--- config.mk ---
export PLATFORM = sky130hd
export DESIGN_NAME = psr_flag_register_flat
export DESIGN_NICKNAME = d
export VERILOG_FILES = /design/src/rtl/psr_flag_register_if.sv /design/src/rtl/psr_flag_register.sv /design/src/flat_wrapper.sv
export SDC_FILE = /design/constraint.sdc
export NUM_CORES = 1
export LEC_CHECK = 0
export ABC_AREA = 1
export CAP_MARGIN = 30
export CELL_PAD_IN_SITES_DETAIL_PLACEMENT = 0
export CELL_PAD_IN_SITES_GLOBAL_PLACEMENT = 1
export CORE_MARGIN = 2
export CORE_UTILIZATION = 31
export CTS_BUF_LIST = sky130_fd_sc_hd__clkbuf_8
export DETAILED_ROUTE_END_ITERATION = 16
export PLACE_DENSITY = 0.88
export SKIP_CTS_REPAIR_TIMING = 1
export SKIP_LAST_GASP = 1
export SYNTH_ARGS = -nofsm -noshare
export SYNTH_HDL_FRONTEND = slang
export SYNTH_SLANG_ARGS = --single-unit
--- constraint.sdc ---
create_clock -name clk -period 1.4 [get_ports clk]
set_input_delay 0.28 -clock clk [delete_from_list [all_inputs] [get_ports clk]]
set_output_delay 0.28 -clock clk [all_outputs]
set_load 0.005 [all_outputs]
--- src/rtl/psr_flag_register_if.sv ---
// Bus bundle for the PSR flag register: EX-stage flag inputs, condition query, exception save/restore and status outputs.
interface psr_flag_register_if;
  logic       ex_valid_in;
  logic       s_update_in;
  logic       stall_in;
  logic       flush_in;
  logic       N_ALU_in;
  logic       Z_ALU_in;
  logic       C_ALU_in;
  logic       V_ALU_in;
  logic [3:0] cond_in;
  logic       save_in;
  logic       restore_in;
  logic       N_PSR_out;
  logic       Z_PSR_out;
  logic       C_PSR_out;
  logic       V_PSR_out;
  logic       cond_true_out;
  logic       saved_out;
  logic       err_out;

  modport master (
    output ex_valid_in, s_update_in, stall_in, flush_in,
    output N_ALU_in, Z_ALU_in, C_ALU_in, V_ALU_in,
    output cond_in, save_in, restore_in,
    input  N_PSR_out, Z_PSR_out, C_PSR_out, V_PSR_out,
    input  cond_true_out, saved_out, err_out
  );

  modport slave (
    input  ex_valid_in, s_update_in, stall_in, flush_in,
    input  N_ALU_in, Z_ALU_in, C_ALU_in, V_ALU_in,
    input  cond_in, save_in, restore_in,
    output N_PSR_out, Z_PSR_out, C_PSR_out, V_PSR_out,
    output cond_true_out, saved_out, err_out
  );
endinterface

--- src/rtl/psr_flag_register.sv ---
// Architectural NZCV status register with same-cycle forwarding for condition evaluation
// and a one-deep shadow copy for exception entry/return.
module psr_flag_register #(
  parameter logic [3:0] RESET_FLAGS = 4'b0000
) (
  input  logic                 clk,
  input  logic                 rst_n,
  psr_flag_register_if.slave   bus
);

  typedef enum logic {IDLE, SAVED} state_e;

  state_e     state_q, state_d;
  logic [3:0] flags_q, flags_d;
  logic [3:0] shadow_q, shadow_d;
  logic       err_q, err_d;
  logic       upd;
  logic [3:0] alu;
  logic [3:0] eff;
  logic       save_go, restore_go;
  logic       n, z, c, v;

  assign alu = {bus.N_ALU_in, bus.Z_ALU_in, bus.C_ALU_in, bus.V_ALU_in};
  assign upd = bus.ex_valid_in & bus.s_update_in & ~bus.stall_in & ~bus.flush_in;
  assign eff = upd ? alu : flags_q;
  assign {n, z, c, v} = eff;

  always_ff @(posedge clk or negedge rst_n) begin
    if (!rst_n) begin
      state_q  <= IDLE;
      flags_q  <= RESET_FLAGS;
      shadow_q <= RESET_FLAGS;
      err_q    <= 1'b0;
    end else begin
      state_q  <= state_d;
      flags_q  <= flags_d;
      shadow_q <= shadow_d;
      err_q    <= err_d;
    end
  end

  always_comb begin
    state_d = state_q;
    case (state_q)
      IDLE:    if (bus.save_in && !bus.restore_in) state_d = SAVED;
      SAVED:   if (bus.restore_in && !bus.save_in) state_d = IDLE;
      default: state_d = IDLE;
    endcase
  end

  // Only the single legal request per state acts; any other save/restore request raises err.
  always_comb begin
    save_go    = (state_q == IDLE)  && bus.save_in    && !bus.restore_in;
    restore_go = (state_q == SAVED) && bus.restore_in && !bus.save_in;
    err_d      = (bus.save_in | bus.restore_in) & ~(save_go | restore_go);
  end

  always_comb begin
    flags_d  = restore_go ? shadow_q : eff;
    shadow_d = save_go ? eff : shadow_q;
  end

  always_comb begin
    bus.cond_true_out = 1'b0;
    case (bus.cond_in)
      4'h0: bus.cond_true_out = z;
      4'h1: bus.cond_true_out = ~z;
      4'h2: bus.cond_true_out = c;
      4'h3: bus.cond_true_out = ~c;
      4'h4: bus.cond_true_out = n;
      4'h5: bus.cond_true_out = ~n;
      4'h6: bus.cond_true_out = v;
      4'h7: bus.cond_true_out = ~v;
      4'h8: bus.cond_true_out = c & ~z;
      4'h9: bus.cond_true_out = ~c | z;
      4'hA: bus.cond_true_out = (n == v);
      4'hB: bus.cond_true_out = (n != v);
      4'hC: bus.cond_true_out = ~z & (n == v);
      4'hD: bus.cond_true_out = z | (n != v);
      4'hE: bus.cond_true_out = 1'b1;
      default: bus.cond_true_out = 1'b0;
    endcase
  end

  assign {bus.N_PSR_out, bus.Z_PSR_out, bus.C_PSR_out, bus.V_PSR_out} = flags_q;
  assign bus.saved_out = (state_q == SAVED);
  assign bus.err_out   = err_q;

endmodule
--- src/flat_wrapper.sv ---
// flat-port wrapper written by rule: the top's interface ports become plain ports
module psr_flag_register_flat 
#(
  parameter logic [3:0] RESET_FLAGS = 4'b0000
)
  (clk, rst_n, bus_ex_valid_in, bus_s_update_in, bus_stall_in, bus_flush_in, bus_N_ALU_in, bus_Z_ALU_in, bus_C_ALU_in, bus_V_ALU_in, bus_cond_in, bus_save_in, bus_restore_in, bus_N_PSR_out, bus_Z_PSR_out, bus_C_PSR_out, bus_V_PSR_out, bus_cond_true_out, bus_saved_out, bus_err_out);
  psr_flag_register_if bus_i ();
  input  logic clk;
  input  logic rst_n;
  input wire logic [$bits(bus_i.ex_valid_in)-1:0] bus_ex_valid_in;
  input wire logic [$bits(bus_i.s_update_in)-1:0] bus_s_update_in;
  input wire logic [$bits(bus_i.stall_in)-1:0] bus_stall_in;
  input wire logic [$bits(bus_i.flush_in)-1:0] bus_flush_in;
  input wire logic [$bits(bus_i.N_ALU_in)-1:0] bus_N_ALU_in;
  input wire logic [$bits(bus_i.Z_ALU_in)-1:0] bus_Z_ALU_in;
  input wire logic [$bits(bus_i.C_ALU_in)-1:0] bus_C_ALU_in;
  input wire logic [$bits(bus_i.V_ALU_in)-1:0] bus_V_ALU_in;
  input wire logic [$bits(bus_i.cond_in)-1:0] bus_cond_in;
  input wire logic [$bits(bus_i.save_in)-1:0] bus_save_in;
  input wire logic [$bits(bus_i.restore_in)-1:0] bus_restore_in;
  output wire logic [$bits(bus_i.N_PSR_out)-1:0] bus_N_PSR_out;
  output wire logic [$bits(bus_i.Z_PSR_out)-1:0] bus_Z_PSR_out;
  output wire logic [$bits(bus_i.C_PSR_out)-1:0] bus_C_PSR_out;
  output wire logic [$bits(bus_i.V_PSR_out)-1:0] bus_V_PSR_out;
  output wire logic [$bits(bus_i.cond_true_out)-1:0] bus_cond_true_out;
  output wire logic [$bits(bus_i.saved_out)-1:0] bus_saved_out;
  output wire logic [$bits(bus_i.err_out)-1:0] bus_err_out;
  assign bus_i.ex_valid_in = bus_ex_valid_in;
  assign bus_i.s_update_in = bus_s_update_in;
  assign bus_i.stall_in = bus_stall_in;
  assign bus_i.flush_in = bus_flush_in;
  assign bus_i.N_ALU_in = bus_N_ALU_in;
  assign bus_i.Z_ALU_in = bus_Z_ALU_in;
  assign bus_i.C_ALU_in = bus_C_ALU_in;
  assign bus_i.V_ALU_in = bus_V_ALU_in;
  assign bus_i.cond_in = bus_cond_in;
  assign bus_i.save_in = bus_save_in;
  assign bus_i.restore_in = bus_restore_in;
  assign bus_N_PSR_out = bus_i.N_PSR_out;
  assign bus_Z_PSR_out = bus_i.Z_PSR_out;
  assign bus_C_PSR_out = bus_i.C_PSR_out;
  assign bus_V_PSR_out = bus_i.V_PSR_out;
  assign bus_cond_true_out = bus_i.cond_true_out;
  assign bus_saved_out = bus_i.saved_out;
  assign bus_err_out = bus_i.err_out;
  psr_flag_register #(.RESET_FLAGS(RESET_FLAGS)) u_core (.clk(clk), .rst_n(rst_n), .bus(bus_i));
endmodule
==> results of run 1 <==
[layout make-up]
cell class | count | area share
clock buffer | 4 | 0.04112
inverter | 16 | 0.04860
multi-input combinational | 87 | 0.3981
sequential | 10 | 0.1869
tap | 28 | 0.02617
timing repair buffer | 41 | 0.2991
[metal layers]
layer | global-route usage | vias up
li1 | - | 445
met1 | 0.1972 | 387
met2 | 0.2363 | 30
met3 | 0.02874 | 5
met4 | 0.09649 | 0
met5 | 0 | -
[sequential cells by signal, summed over array words and instances (netlist names)]
register,count
u_core.bus.err_out,1
u_core.shadow_q,4
u_core.flags_q,4
u_core.bus.saved_out,1
[cell usage after synthesis (all sizes together)]
master | number | area [µm²]
nand3b | 4 | 30.03
nor2 | 11 | 48.80
nand2 | 47 | 193.9
o21ai | 11 | 55.05
dfrtp | 10 | 250.2
a21oi | 1 | 5.000
nor3 | 1 | 5.000
inv | 16 | 60.05
nand3 | 12 | 65.06
[where the power goes]
group	internal (mW)	switching, mW	leakage, nW
clock network	0.248	0.123	0.0288
logic	0.501	0.429	0.636
registers	0.395	0.0730	0.123
total	1.14	0.625	0.788
[cells by family (layout without fill, tap and decap cells)]
logic type | after synthesis | after routing | share of synthesized area
compound gates | 12 | 12 | 0.08420
flops | 10 | 10 | 0.3509
buf+inv | 16 | 61 | 0.08420
simple gates | 75 | 75 | 0.4807
[worst paths after layout]
kind,from,end,slack [ns]
max,bus_ex_valid_in,bus_cond_true_out,-0.33
min,rst_n,u_core.bus.saved_out,0.34
max reg2reg,u_core.bus.saved_out,u_core.shadow_q[1],0.26
min reg2reg,u_core.shadow_q[1],u_core.shadow_q[1],0.49
max in group asynchronous,rst_n,u_core.flags_q[2],0.75
min in group clk,u_core.shadow_q[1],u_core.shadow_q[1],0.49
[worst max-delay path, stage by stage]
cell and delay [ns]:
dlymetal6s2s_1 0.13, nand2_2 0.09, clkinv_4 0.08, buf_12 0.13
nand2_8 0.10, nand2_2 0.07, nand2_2 0.10, nand2_2 0.08
inv_1 0.07, a21oi_2 0.05, nor2_1 0.10, nand2_1 0.06
clkbuf_2 0.10
[stage by stage]
stage	util	setup WS (ns)	TNS [ns]	cell area, µm²
4_1_cts	0.4980	-0.9965	-1.433	1091
6_report	0.6111	-0.3320	-0.3320	1339
3_5_place_dp	0.4729	-0.9911	-2.447	1036
3_3_place_gp	0.4729	-0.9628	-2.094	1036
2_1_floorplan	-	0.07155	0	713.2
5_1_grt	0.6111	-0.4318	-0.4318	1339
==> impl_metrics.py, run 1 <==
metrics = {
    "outcome": {
        "violations": "negative setup slack",
        "outcome": "complete, but fails checks",
    },
    "layout": {
        "antenna_cells": 0,
        "fin_cells": 186,
        "final_cell_mix": "30 x nand2_1, 17 x buf_4, 15 x inv_1, 14 x dlymetal6s2s_1",
        "fillCellCount": 198,
        "multi_input_area_um2": 533.0,
        "regArea_um2": 250.2,
        "nets": 175,
        "drive_gt1_frac": 0.3481,
        "final_common_cell": "nand2_1",
        "syn_to_final_growth_pct": 87.72,
    },
    "yosys": {
        "netlist_instances": 113,
        "ys_warn_count": 0,
        "ys_ff_latch": 10,
        "syn_area_per_cell_um2": 6.311,
        "netlist_area_um2": 713.2,
        "netlist-cell-type-count": 15,
        "synthesis.nets": 129,
        "synth_seq_area_share": 0.3509,
    },
    "timing": {
        "setup_violations": 1,
        "max_freq_mhz": 577.4,
        "slew_viol_final": 0,
        "grt_setup_unrepaired": "true",
        "fin_crit_sh": 1.237,
        "clock_skew_ns": 0.006970,
        "slew_headroom": 0.7058,
        "finalHoldViolations": 0,
        "finalCriticalPeriod_ns": 1.732,
        "setup_ws_ns": -0.3320,
        "holdWs_ns": 0.3448,
        "tightest_slew_ns": 0.4399,
    },
    "floorplan": {
        "die_x_um": 51.97,
        "num_io_pins": 23,
        "num_rows": 17,
        "core_um2": 2191,
        "start_util": 0.3255,
        "die-height_um": 51.97,
        "die_area_um2": 2700,
    },
    "cts": {
        "cts_buffers": 3,
        "cts_tree": "yes",
        "cts_max_level": 1,
        "cts.reportedPaths.clkPinSlew_ns": 0.05,
        "clk_latency_ns": 0.25,
        "clkSinkCount": 10,
        "clock_path_buffers": 2,
        "clockRootBuffer": "clkbuf_8",
    },
    "placed_design": {
        "dp.cells": 172,
        "gp_congestion": 0.8180,
        "dpl.hpwl_um": 1374,
        "portBuffers": 22,
    },
    "route": {
        "post_drt_wl_per_cell_um": 11.09,
        "vias": 867,
        "drt-total-wl_um": 2063,
        "ant_nets": 0,
        "drt-met1-wl_um": 854,
        "route.met3.wl_um": 156,
        "drtIter0Drc": 23,
        "dr.pass1.iters": 4,
        "via_per_inst": 4.661,
        "highest_layer": "met4",
        "drc": 0,
        "dr_wl_met2_um": 1002,
    },
    "worst_hold_path": {
        "hold_class": "input port to async pin",
    },
    "setup_path": {
        "cp_data_required_time_ns": 1.12,
        "critical_path.max_fanout": 7,
        "crit_arrival_ns": 1.45,
        "critPathKind": "input port to primary output",
        "ff2ff_path_depth": 5,
        "crit_path_start_kind": "input port",
        "crit_path_end_kind": "primary output",
    },
    "power_and_ir_drop": {
        "power_mw": 1.769,
        "leakagePower_nw": 0.7881,
        "ir_drop_mv": 0.8218,
        "p_per_area_nw_per_um2": 1321,
    },
    "global_route": {
        "grt_max_degree": 11,
        "gr-usage-all-layers": 0.1541,
        "grt_overflow": 0,
        "grt_pass1_vias": 736,
        "antenna_found_initial": 0,
        "grt_first_pass_wirelength_um": 3070,
    },
    "job": {
        "max-cap-violations": 0,
    },
}
Power figures use the tool's default switching activity.
==> run 2, diff against run 1 <==
--- a/config.mk
+++ b/config.mk
@@ -13,6 +13,7 @@
 export CORE_UTILIZATION = 31
 export CTS_BUF_LIST = sky130_fd_sc_hd__clkbuf_8
 export DETAILED_ROUTE_END_ITERATION = 16
+export GPL_TIMING_DRIVEN = 0
 export PLACE_DENSITY = 0.88
 export SKIP_CTS_REPAIR_TIMING = 1
 export SKIP_LAST_GASP = 1
==> run 2 against run 1 <==
  * The flow still finishes with violations (negative setup slack)
  * Register-to-register slack about the same
  * Cell area shrank 12%
  * Clock power is 22% lower
  * Sequential power decreased by 2%
  * Die area is the same
  * Sequential cell count unchanged
  * Combinational power is 21% lower
  * Largest power group unchanged
  * Via count down 7.8%
  * Global-route usage fell by 0.20 points
  * Final cell count fell by 7.5%
  * Critical path type unchanged
  * Critical endpoint unchanged
==> impl_metrics.py, run 2 (synthesis results as in run 1) <==
metrics = {
    "floorplan": {
        "core_um2": 2191,
        "num_rows": 17,
        "die_x_um": 51.97,
        "num_io_pins": 23,
        "start_util": 0.3255,
        "die-height_um": 51.97,
        "die_area_um2": 2700,
    },
    "power_and_ir_drop": {
        "power_frac_comb": 0.496,
        "p_int_uw": 947.0,
        "switching_power_uw": 536.0,
        "ir_drop_mv": 0.7478,
        "leakagePower_nw": 0.6997,
        "power_mw": 1.483,
        "switching_share": 0.3614,
        "p_clk_frac": 0.194,
        "p_per_area_nw_per_um2": 1264,
        "seqPwrFrac": 0.310,
    },
    "route": {
        "dr.pass1.iters": 4,
        "vias": 799,
        "drt-total-wl_um": 1837,
        "drtIter0Drc": 20,
        "post_drt_wl_per_cell_um": 10.68,
        "via_per_inst": 4.645,
        "drc": 0,
        "ant_nets": 0,
    },
    "setup_path": {
        "cp_data_required_time_ns": 1.12,
        "ff2ff_setup_slack_ns": 0.27,
        "crit_arrival_ns": 1.50,
        "r2r_start": "u_core.bus.saved_out",
        "crit_path_start_kind": "input port",
        "crit_path_end_kind": "primary output",
        "critPathLaunch": "bus_cond_in[2]",
        "critical_path.max_fanout": 3,
        "ff2ff_path_depth": 5,
        "rr_endpoint": "u_core.shadow_q[3]",
        "crit_end": "bus_cond_true_out",
        "critPathKind": "input port to primary output",
    },
    "cts": {
        "cts.reportedPaths.clkPinSlew_ns": 0.04,
        "clk_latency_ns": 0.23,
        "cts_buffers": 3,
        "cts_max_level": 1,
        "clock_path_buffers": 2,
        "clockRootBuffer": "clkbuf_8",
        "cts_tree": "yes",
        "clkSinkCount": 10,
    },
    "global_route": {
        "grt_pass1_vias": 738,
        "gr-usage-all-layers": 0.1520,
        "grt_overflow": 0,
        "grt_first_pass_wirelength_um": 3077,
        "grt_max_degree": 11,
        "antenna_found_initial": 0,
    },
    "layout": {
        "antenna_cells": 0,
        "syn_to_final_growth_pct": 64.56,
        "final_common_cell": "nand2_1",
        "nets": 162,
        "drive_gt1_frac": 0.2569,
        "top_regs": "u_core.flags_q x4, u_core.shadow_q x4",
        "final_cell_mix": "30 x nand2_1, 15 x inv_1, 14 x dlymetal6s2s_1",
    },
    "placed_design": {
        "dpl.hpwl_um": 1324,
        "portBuffers": 22,
        "gp_congestion": 0.8290,
    },
    "outcome": {
        "violations": "negative setup slack",
        "outcome": "complete, but fails checks",
    },
    "worst_hold_path": {
        "hold_class": "input port to async pin",
    },
    "timing": {
        "finalSetupTns_ns": -0.3840,
        "finalHoldViolations": 0,
        "grt_setup_unrepaired": "true",
        "setup_violations": 1,
        "max_freq_mhz": 560.5,
        "slew_viol_final": 0,
        "finalCriticalPeriod_ns": 1.784,
        "slew_headroom": 0.7094,
        "fin_crit_sh": 1.274,
        "tightest_slew_ns": 0.4345,
        "setup_ws_ns": -0.3840,
        "clock_skew_ns": 0.0004818,
    },
    "job": {
        "max-cap-violations": 0,
    },
}
[run 2: changes by cell type in the layout (fill, tap and decap cells not counted), moves of 2 or more]
cell	change
nor2_2	+2
nor2_4	-2
nand3_1	+2
buf_4	-11
[run 2: power groups by stage]
| stage | combinational [mW] | clock [mW] | sequential [mW] |
|---|---|---|---|
| 2_1_floorplan | 0.295 | 0 | 0.459 |
| 3_3_place_gp | 0.546 | 0 | 0.461 |
| 3_5_place_dp | 0.553 | 0 | 0.465 |
| 4_1_cts | 0.557 | 0.295 | 0.462 |
| 5_1_grt | 0.816 | 0.311 | 0.474 |
| 6_report | 0.735 | 0.288 | 0.460 |
[run 2: routing by layer]
layer / track usage / vias up / wire (µm)
li1: - / 418 / -
met1: 0.1878 / 353 / 793
met2: 0.2511 / 26 / 873
met3: 0.03448 / 2 / 151
met4: 0.06579 / 0 / 19
met5: 0 / - / 0
[run 2: through the flow]
step	area [µm²]	setup slack (ns)	instances	util	hold WS, ns
final	1174	-0.3840	172	0.5357	0.3584
after detailed placement	968.4	-1.039	163	0.4420	0.4731
after global placement	968.4	-1.001	163	0.4420	0.4585
after floorplan	713.2	0.07155	113	-	-0.01559
after global routing	1174	-0.4843	172	0.5357	0.4089
after CTS	1010	-1.050	166	0.4609	0.3761
[run 2: layout make-up]
| cell class | instances | area [µm²] |
|---|---|---|
| Fill cell | 224 | 1017 |
| Tap cell | 28 | 35.03 |
| Sequential cell | 10 | 250.2 |
| Clock buffer | 3 | 41.29 |
| Inverter | 16 | 65.06 |
| Multi-Input combinational cell | 87 | 490.5 |
| Timing Repair Buffer | 28 | 291.5 |
[run 2: critical path, cell delays in order]
cell	delay [ns]
clkdlybuf4s50_1	0.44
nor2_1	0.24
nand3_1	0.11
nand2_1	0.08
nand2_1	0.07
nand3_2	0.08
nor2_2	0.03
nand2_1	0.06
clkbuf_2	0.10
[run 2: worst min-delay path by stage]
stage	to	startpoint	slack, ns
5_1_grt	u_core.bus.err_out	rst_n	0.41
3_3_place_gp	u_core.flags_q[1]	u_core.shadow_q[1]	0.46
6_report	u_core.shadow_q[2]	rst_n	0.36
4_1_cts	u_core.shadow_q[2]	rst_n	0.38
2_1_floorplan	u_core.bus.err_out	rst_n	-0.02
3_5_place_dp	u_core.shadow_q[0]	u_core.shadow_q[0]	0.47
